===== src/rtl/ttl74x259_sync_if.sv =====
// Bus bundle for the clocked 74x259 addressable latch: control/data inputs
// from the host side and the latched word, pointer and wrap pulse back.
interface ttl74x259_sync_if #(
   parameter int WIDTH  = 8,
   parameter int ADDR_W = 3
);
   logic [ADDR_W-1:0] a;
   logic              d;
   logic              g_n;
   logic              clr_n;
   logic              auto_inc;
   logic [WIDTH-1:0]  q;
   logic [ADDR_W-1:0] ptr;
   logic              full;

   modport master (
      output a, d, g_n, clr_n, auto_inc,
      input  q, ptr, full
   );

   modport slave (
      input  a, d, g_n, clr_n, auto_inc,
      output q, ptr, full
   );
endinterface


===== src/rtl/ttl74x259_sync.sv =====
// Clocked 74x259 addressable latch / 1-to-WIDTH demux with an auto-increment
// write pointer for shifting a serial bit stream into a parallel word.
module ttl74x259_sync #(
   parameter int WIDTH  = 8,
   parameter int ADDR_W = 3
) (
   input logic              clk,
   input logic              rst,
   ttl74x259_sync_if.slave  bus
);
   localparam logic [ADDR_W-1:0] PTR_LAST = ADDR_W'(WIDTH - 1);
   localparam logic [ADDR_W-1:0] PTR_ONE  = ADDR_W'(1'b1);
   localparam logic [ADDR_W-1:0] PTR_ZERO = {ADDR_W{1'b0}};
   localparam logic [WIDTH-1:0]  Q_ZERO   = {WIDTH{1'b0}};

   logic [WIDTH-1:0]  q_r;
   logic [ADDR_W-1:0] ptr_r;
   logic              full_r;

   logic [ADDR_W-1:0] sel_s;
   logic              wr_s;
   logic [WIDTH-1:0]  q_next_s;
   logic [ADDR_W-1:0] ptr_next_s;
   logic              full_next_s;

   // Latch select and pointer-advance strobe from the values present at the edge.
   always_comb begin
      sel_s = bus.a;
      wr_s  = 1'b0;
      if (bus.auto_inc) begin
         sel_s = ptr_r;
      end else begin
         sel_s = bus.a;
      end
      if (!bus.g_n && bus.auto_inc) begin
         wr_s = 1'b1;
      end else begin
         wr_s = 1'b0;
      end
   end

   // Next latch contents from the {g_n, clr_n} mode table.
   always_comb begin
      q_next_s = q_r;
      case ({bus.g_n, bus.clr_n})
         2'b11: q_next_s = q_r;
         2'b01: q_next_s[sel_s] = bus.d;
         2'b10: q_next_s = Q_ZERO;
         2'b00: begin
            q_next_s        = Q_ZERO;
            q_next_s[sel_s] = bus.d;
         end
         default: q_next_s = q_r;
      endcase
   end

   // Pointer advance with wrap; the wrap raises full for exactly one cycle.
   always_comb begin
      ptr_next_s  = ptr_r;
      full_next_s = 1'b0;
      if (bus.g_n && !bus.clr_n) begin
         ptr_next_s  = PTR_ZERO;
         full_next_s = 1'b0;
      end else if (wr_s) begin
         if (ptr_r == PTR_LAST) begin
            ptr_next_s  = PTR_ZERO;
            full_next_s = 1'b1;
         end else begin
            ptr_next_s  = ptr_r + PTR_ONE;
            full_next_s = 1'b0;
         end
      end else begin
         ptr_next_s  = ptr_r;
         full_next_s = 1'b0;
      end
   end

   // State registers; rst overrides every mode, including mid-sequence.
   always_ff @(posedge clk) begin
      if (rst) begin
         q_r    <= Q_ZERO;
         ptr_r  <= PTR_ZERO;
         full_r <= 1'b0;
      end else begin
         q_r    <= q_next_s;
         ptr_r  <= ptr_next_s;
         full_r <= full_next_s;
      end
   end

   assign bus.q    = q_r;
   assign bus.ptr  = ptr_r;
   assign bus.full = full_r;
endmodule


===== src/flat_wrapper.sv =====
// flat-port wrapper written by rule: the top's interface ports become plain ports
module ttl74x259_sync_flat 
#(
   parameter int WIDTH  = 8,
   parameter int ADDR_W = 3
)
  (clk, rst, bus_a, bus_d, bus_g_n, bus_clr_n, bus_auto_inc, bus_q, bus_ptr, bus_full);
  ttl74x259_sync_if #(.WIDTH(WIDTH), .ADDR_W(ADDR_W)) bus_i ();
  input logic clk;
  input logic rst;
  input wire logic [$bits(bus_i.a)-1:0] bus_a;
  input wire logic [$bits(bus_i.d)-1:0] bus_d;
  input wire logic [$bits(bus_i.g_n)-1:0] bus_g_n;
  input wire logic [$bits(bus_i.clr_n)-1:0] bus_clr_n;
  input wire logic [$bits(bus_i.auto_inc)-1:0] bus_auto_inc;
  output wire logic [$bits(bus_i.q)-1:0] bus_q;
  output wire logic [$bits(bus_i.ptr)-1:0] bus_ptr;
  output wire logic [$bits(bus_i.full)-1:0] bus_full;
  assign bus_i.a = bus_a;
  assign bus_i.d = bus_d;
  assign bus_i.g_n = bus_g_n;
  assign bus_i.clr_n = bus_clr_n;
  assign bus_i.auto_inc = bus_auto_inc;
  assign bus_q = bus_i.q;
  assign bus_ptr = bus_i.ptr;
  assign bus_full = bus_i.full;
  ttl74x259_sync #(.WIDTH(WIDTH), .ADDR_W(ADDR_W)) u_core (.clk(clk), .rst(rst), .bus(bus_i));
endmodule

===== config.mk =====
export PLATFORM = sky130hd
export DESIGN_NAME = ttl74x259_sync_flat
export DESIGN_NICKNAME = d
export VERILOG_FILES = /design/src/rtl/ttl74x259_sync_if.sv /design/src/rtl/ttl74x259_sync.sv /design/src/flat_wrapper.sv
export SDC_FILE = /design/constraint.sdc
export NUM_CORES = 1
export LEC_CHECK = 0
export CAP_MARGIN = 20
export CORE_MARGIN = 2
export CORE_UTILIZATION = 47
export CTS_CLUSTER_SIZE = 30
export DETAILED_ROUTE_END_ITERATION = 10
export HOLD_SLACK_MARGIN = 0.15
export PLACE_DENSITY = 0.81
export SETUP_SLACK_MARGIN = 0.1
export SYNTH_ARGS = -nofsm -noshare
export SYNTH_HDL_FRONTEND = slang
export SYNTH_SLANG_ARGS = --single-unit

===== constraint.sdc =====
create_clock -name clk -period 3.7 [get_ports clk]
set_clock_uncertainty 0.2 [all_clocks]
set_input_delay 0.74 -clock clk [delete_from_list [all_inputs] [get_ports clk]]
set_output_delay 0.74 -clock clk [all_outputs]
set_load 0.1 [all_outputs]

Word level (Yosys, flattened, before mapping)
Index checks and enable logic that the tools add are counted.

Bits in registers: 12. Logic and storage cells: 28. Input port bits: 9. Output and inout port bits: 12.

Add/subtract/negate cells: 1. Magnitude comparators: 2. Reductions and logical operators: 8. Multiplexer cells: 8. Bitwise logic cells: 2. Eq/ne operators: 4.

Operators with widths (count): 8-bit one-hot mux with 3 select lines (1); 8-bit AND (1); 8-bit bitwise mux (1); 3-bit 2-to-1 mux (2); 2-bit == test (second input constant) (2); 3-bit by 4-bit less-than comparator with 1-bit output (second input constant) (1); 3-bit by 1-bit adder with 3-bit output (second input constant) (1); 1-bit demux with 3-bit select (1); 3-bit == test (second input constant) (1); 3-bit by 1-bit greater-or-equal comparator with 1-bit output (second input constant) (1); 1-bit logical AND (3); 1-bit 2-to-1 mux (3); 3-bit OR reduction (1); 2-bit by 1-bit == test with 1-bit output (second input constant) (1); 1-bit logical NOT (2); 2-bit logical NOT (1); 2-bit OR reduction (1); 1-bit inverter (1).

Depth between registers and ports, before layout
Gate-level depths: netlist of run 1.

Word-level depth: 7. Mapped depth: 5. Depth with buffers taken out: 5.

Least setup slack after synthesis of run 1
No wires, ideal clock.

Path kind: register to register. From: register u_core.ptr_r[0], in the netlist u_core.bus.ptr[0]. To: register u_core.ptr_r[0], in the netlist u_core.bus.ptr[0]. Setup time: 0.123 ns. Path buffers: 0. Slack: 1.661 ns. Data arrival time: 1.715 ns. Period minus slack after synthesis: 2.039 ns. Required time: 3.377 ns. Stages on the path, launching flop included: 6. Cells stage by stage: dfxtp_1 ha_1 ha_1 nor4b_1 a31oi_1 nor2_1.

Cells in the longest elaborated chain, start to end: 2. Elaborated cells on any way between the ends: 3. Classes of those cells: 1 x add/sub; 1 x eq/ne; 1 x mux.

Ends and longest elaborated chain: from (decl) (line ttl74x259_sync.sv:17) `logic [ADDR_W-1:0] ptr_r;`; from (signal assigned) (line ttl74x259_sync.sv:86) `ptr_r <= ptr_next_s;`; 3-bit by 1-bit adder with 3-bit output / 3-bit == test (equally long branches) (line ttl74x259_sync.sv:69, ttl74x259_sync.sv:65); 3-bit 2-to-1 mux * (line ttl74x259_sync.sv:65) `if (ptr_r == PTR_LAST) begin`.

Mark *: on every way between the ends. The rest lies on a longest branch, timed or not. A chain may end at the register's enable or synchronous reset.

Worst setup path in the final report of run 1
From: register u_core.ptr_r[2], in the netlist u_core.bus.ptr[2]. To: output port bus_ptr[2].

RTL lines: to (decl) (line flat_wrapper.sv:17) `output wire logic [$bits(bus_i.ptr)-1:0] bus_ptr;`.

No word-level cell between the ends.

==> results of run 1 <==
path summary, 6_finish.rpt:
kind	from	end	slack, ns	cells past startpoint
worst max-delay path	u_core.bus.ptr[2]	bus_ptr[2]	0.91	1
worst min register to register	register	register	0.29	2
worst max register to register	u_core.bus.ptr[0]	u_core.bus.ptr[0]	2.23	5
worst min-delay path	register	register	0.29	2
kinds of logic after synthesis:
group           count (synthesis)  synth area share
simple gates                   27            0.2775
flops                          12            0.3699
compound gates                 11            0.1175
mux                            10            0.1561
buf+inv                         6           0.04045
fa+ha+maj                       2           0.03853
per-layer routing:
| layer | vias to the layer above | routed length [microns] |
|---|---|---|
| li1 | 291 | - |
| met1 | 262 | 669 |
| met2 | 17 | 607 |
| met3 | 2 | 97 |
| met4 | 0 | 12 |
| met5 | - | 0 |
cell usage after synthesis (all sizes together):
master and n:
dfxtp 12, nand3b 11, mux2i 9, a211oi 6, clkbuf 3, nand2b 3
nand3 3, a21oi 2, buf 2, ha 2, nand2 2, nor3b 2
o211ai 2, or3b 2, a31oi 1, inv 1, mux2 1, nor2 1
nor2b 1, nor3 1, nor4b 1
worst min-delay path: cells and delay by family (launching register included):
kind / cells / cell delay [ns]
DFF: 1 / 0.31
and+or+nand+nor: 1 / 0.08
muxes: 1 / 0.06
power by group:
group | switching (mW) | total [mW] | internal [mW]
clock | 0.0435 | 0.103 | 0.0598
combinational | 0.0331 | 0.0529 | 0.0199
sequential | 0.00243 | 0.134 | 0.131
per-stage QoR:
step / hold WS [ns] / power (mW)
after detailed placement: 0.2815 / 0.1894
after global placement: 0.2721 / 0.1888
after global routing: 0.3149 / 0.3031
after floorplan: 0.7287 / 0.1730
after CTS: 0.2922 / 0.2936
final: 0.2942 / 0.2899
area by class of cell:
class	instances	share of cell area
multi-input cells	50	0.4365
flip-flops and latches	12	0.2739
repair buffers	20	0.2225
inverters	1	0.004280
clock buffers	4	0.04137
well taps	15	0.02140
==> impl_metrics.toml, run 1 <==
[cells_and_area]
n_antenna_cell = 0
drive_gt1_frac = 0.08046
syn_to_final_growth_pct = 35.07
final_cell_area_sq_um = 877.1
multiInputGateArea_sq_um = 382.9
postLayoutCoreUtil = 0.6740
fin_nets = 99
n_fill_cell = 118
mostFrequentLayoutCell = "clkdlybuf4s50_1"
mostFrequentLayoutCells = "18 x clkdlybuf4s50_1, 12 x dfxtp_1, 11 x nand3b_1"
ff_latch_area_sq_um = 240.2
stdcell_count = 102

[timing]
worstMarginPinSlew_ns = 0.9687
slew_headroom = 0.3522
setup_viol = 0
rsz0062_at_grt = "no"
layout_setup_ws_ns = 0.9138
tns_ns = 0
finalHoldViolCount = 0
clock.fmax_ghz = 0.3589
layout_min_cycle_time_ns = 2.786
drv_slew = 0
fin_crit_sh = 0.7530

[worst_setup_path]
crit_type = "register to primary output"
crit_family = "buffers and inverters"
crit_path_max_fanout = 5
slowest_delay_ns = 1.16
path_cells = "clkdlybuf4s50_1"
start_kind = "register"
crit_arrival_ns = 1.85
end_kind = "primary output"
path_buf_inv = 1
crit_slowest_cell = "clkdlybuf4s50_1"
cp_data_required_time_ns = 2.76

[global_routing]
overflow = 0
grtUsageMet3 = 0.1033
met1_usage = 0.2353
grt_pass1_vias = 478
use_met2 = 0.3008
antenna_found_initial = 0
grt_pass1_wl_mm = 2.070
grt_usage = 0.1946
grt_max_degree = 14
grt_busiest_layer = "met2"

[route]
wl_per_cell_microns = 13.59
drtAntennaViolNets = 0
vias_per_cell = 5.608
drcViolationCount = 0
first_pass_iters = 3
vias = 572
wl_mm = 1.386
drt_iter0_markers = 13

[clocking]
ctsResizeCount = 0
postCtsSetupBuffers = 0
cts-root-buf = "clkbuf_4"
cts_made_buffers = 3
clock_latency_ns = 0.27
cts_tree = "yes"
clk_pin_slew_worst_paths_ns = 0.07
cts.htree.levels = 1
cts.path.max_buffers = 2
ctsHoldBuffers = 0
cts.sinks = 12

[worst_hold_path]
hp-class = "register to register"

[synthesis]
post-synth-top-area-cell = "dfxtp_1"
syn_avg_cell_area_sq_um = 9.550
synth_top_area_share = 0.3699
synth_cells = 68
syn_nets = 79
ys_top_cells_by_area = "dfxtp_1 37%, mux2i_1 14%, nand3b_1 13%, a211oi_1 6.9%, ha_1 3.9%"
synth_cell_types = 22
synth-seq-cells = 12
synth_area_sq_um = 649.4
yosysSeqAreaShare = 0.3699
yosysWarnings = 0

[run_status]
status = "complete, no violations"

[floorplan]
dieArea_sq_um = 1695
row_count = 13
die_w_microns = 41.17
die_h_microns = 41.17
start_util = 0.4990
core-area_sq_um = 1301
io_pins = 21

[power]
p_leak_nw = 0.3084
ir_drop_mv = 0.2433
powerDensity_nw_per_um2 = 330.5

[placed_design]
place_congestion = 0.7469
dpl_cell_area_sq_um = 840.8
dpl.hpwl_microns = 993.9
port_buffers = 20
place_ws_ns = 1.057
dp_cells = 98

[run]
drv_cap = 0
No activity file was read; power rests on OpenSTA's default activity.
==> run 2: changes to the inputs <==
- CORE_UTILIZATION: 47 -> 43
- PLACE_DENSITY: 0.81 -> 0.75
- clock period: 3.7 -> 2.7 ns (I/O delays scaled with it)
==> run 2 against run 1 <==
Against the previous run:
- worst setup slack got worse by 0.30 ns
- non-clock buffer count is 2 higher
- via count decreased by 1.6%
- cell count grew 2.9%
- combinational power up 39%
- sequential power rose by 37%
- total power up 38%
- sequential cell count stayed put
- first-iteration DRC count unchanged
- highest routed layer unchanged
==> impl_metrics.toml, run 2 (synthesized netlist as in run 1, its figures left out) <==
[run_status]
status = "complete, no violations"

[cells_and_area]
drive_gt1_frac = 0.2135
mostFrequentLayoutCells = "14 x buf_4, 12 x dfxtp_1, 11 x nand3b_1"
n_fill_cell = 129
stdcell_count = 105
ff_latch_area_sq_um = 240.2
postLayoutCoreUtil = 0.5972
fin_nets = 101
multiInputGateArea_sq_um = 382.9
final_cell_area_sq_um = 868.3
syn_to_final_growth_pct = 33.72
mostFrequentLayoutCell = "buf_4"
n_antenna_cell = 0

[worst_setup_path]
ff2ff_setup_slack_ns = 1.22
start_kind = "input pin"
worst_r2r_path_depth = 5
cp_data_required_time_ns = 2.70
slowest_delay_ns = 0.63
crit_type = "input pin to register"
crit_path_max_fanout = 9
r2r_end = "u_core.bus.ptr[0]"
path_cells = "clkdlybuf4s50_1, mux2_2, a211oi_1, mux2i_1"
crit_arrival_ns = 2.08
end_kind = "register"
crit_slowest_cell = "clkdlybuf4s50_1"
reg2reg_from = "u_core.bus.ptr[0]"

[route]
drt_iter0_markers = 13
drtAntennaViolNets = 0
wl_mm = 1.337
wl_per_cell_microns = 12.73
drcViolationCount = 0
first_pass_iters = 4
vias = 563
vias_per_cell = 5.362

[timing]
drv_slew = 0
rsz0062_at_grt = "no"
tns_ns = 0
clock.fmax_ghz = 0.4798
layout_min_cycle_time_ns = 2.084
finalHoldViolCount = 0
holdWs_ns = 0.2927
slew_headroom = 0.7487
layout_setup_ws_ns = 0.6159
worstMarginPinSlew_ns = 0.3664
fin_crit_sh = 0.7719
setup_viol = 0

[clocking]
ctsHoldBuffers = 0
clk_pin_slew_worst_paths_ns = 0.08
cts.path.max_buffers = 2
ctsResizeCount = 0
clock_latency_ns = 0.26
cts.htree.levels = 1
cts_tree = "yes"
cts_made_buffers = 3
cts-root-buf = "clkbuf_4"
postCtsSetupBuffers = 0
cts.sinks = 12

[worst_hold_path]
whs_path_depth = 2
hp-class = "register to register"

[power]
p_sw_frac = 0.2756
comb_power_share = 0.184
ir_drop_mv = 0.2265
intPower_mw = 0.2901
p_leak_nw = 0.3384
p_sw_mw = 0.1103
p_seq_frac = 0.457
p_total_mw = 0.4004
pwr-share-clk = 0.359
powerDensity_nw_per_um2 = 461.1

[global_routing]
grt_pass1_vias = 528
grt_usage = 0.1522
overflow = 0
antenna_found_initial = 0
grt_pass1_wl_mm = 2.214
grt_max_degree = 14

[run]
drv_cap = 0

[floorplan]
row_count = 14
io_pins = 21
core-area_sq_um = 1454
die_h_microns = 42.86
start_util = 0.4466
die_w_microns = 42.86
dieArea_sq_um = 1837

[placed_design]
place_congestion = 0.6974
port_buffers = 20
dpl_cell_area_sq_um = 832.0
place_ws_ns = 0.3405
dp_cells = 101
dpl.hpwl_microns = 979.8
[run 2: changes by cell type in the layout (fill, tap and decap cells not counted), sizes merged]
cell	change
buf	+12
clkdlybuf4s50	-10
[run 2: critical path: cells and delay by family]
kind | cells | cell delay [ns]
buffers and inverters | 1 | 0.63
muxes | 2 | 0.64
AOI/OAI and AO/OA | 1 | 0.28
[run 2: power by group through the flow]
stage | Clock, mW | Sequential [mW] | Combinational, mW
final | 0.144 | 0.183 | 0.0737
after global placement | 0 | 0.187 | 0.0735
after global routing | 0.156 | 0.184 | 0.0782
after detailed placement | 0 | 0.187 | 0.0737
after CTS | 0.148 | 0.183 | 0.0739
after floorplan | 0 | 0.209 | 0.0286
[run 2: worst max-delay path by stage]
stage / endpoint / from / slack (ns) / cells past startpoint
6_report: register / bus_auto_inc / 0.62 / 4
5_1_grt: register / bus_auto_inc / 0.54 / 4
4_1_cts: register / bus_auto_inc / 0.62 / 4
3_5_place_dp: register / bus_auto_inc / 0.34 / 4
3_3_place_gp: register / bus_auto_inc / 0.32 / 4
2_1_floorplan: u_core.bus.ptr[0] / u_core.bus.ptr[0] / 0.66 / 5
[run 2: metal layers]
metal / track usage / wire length (microns) / vias up / share of wire
li1: - / - / 296 / -
met1: 0.2094 / 679 / 245 / 0.51
met2: 0.2303 / 553 / 20 / 0.41
met3: 0.04681 / 88 / 2 / 0.066
met4: 0.03750 / 15 / 0 / 0.011
met5: 0 / 0 / - / 0
[run 2: area by class of cell]
cell class              instances  area share
well taps                      16     0.02305
flip-flops and latches         12      0.2767
repair buffers                 22      0.2133
multi-input cells              50      0.4409
inverters                       1    0.004323
clock buffers                   4     0.04179
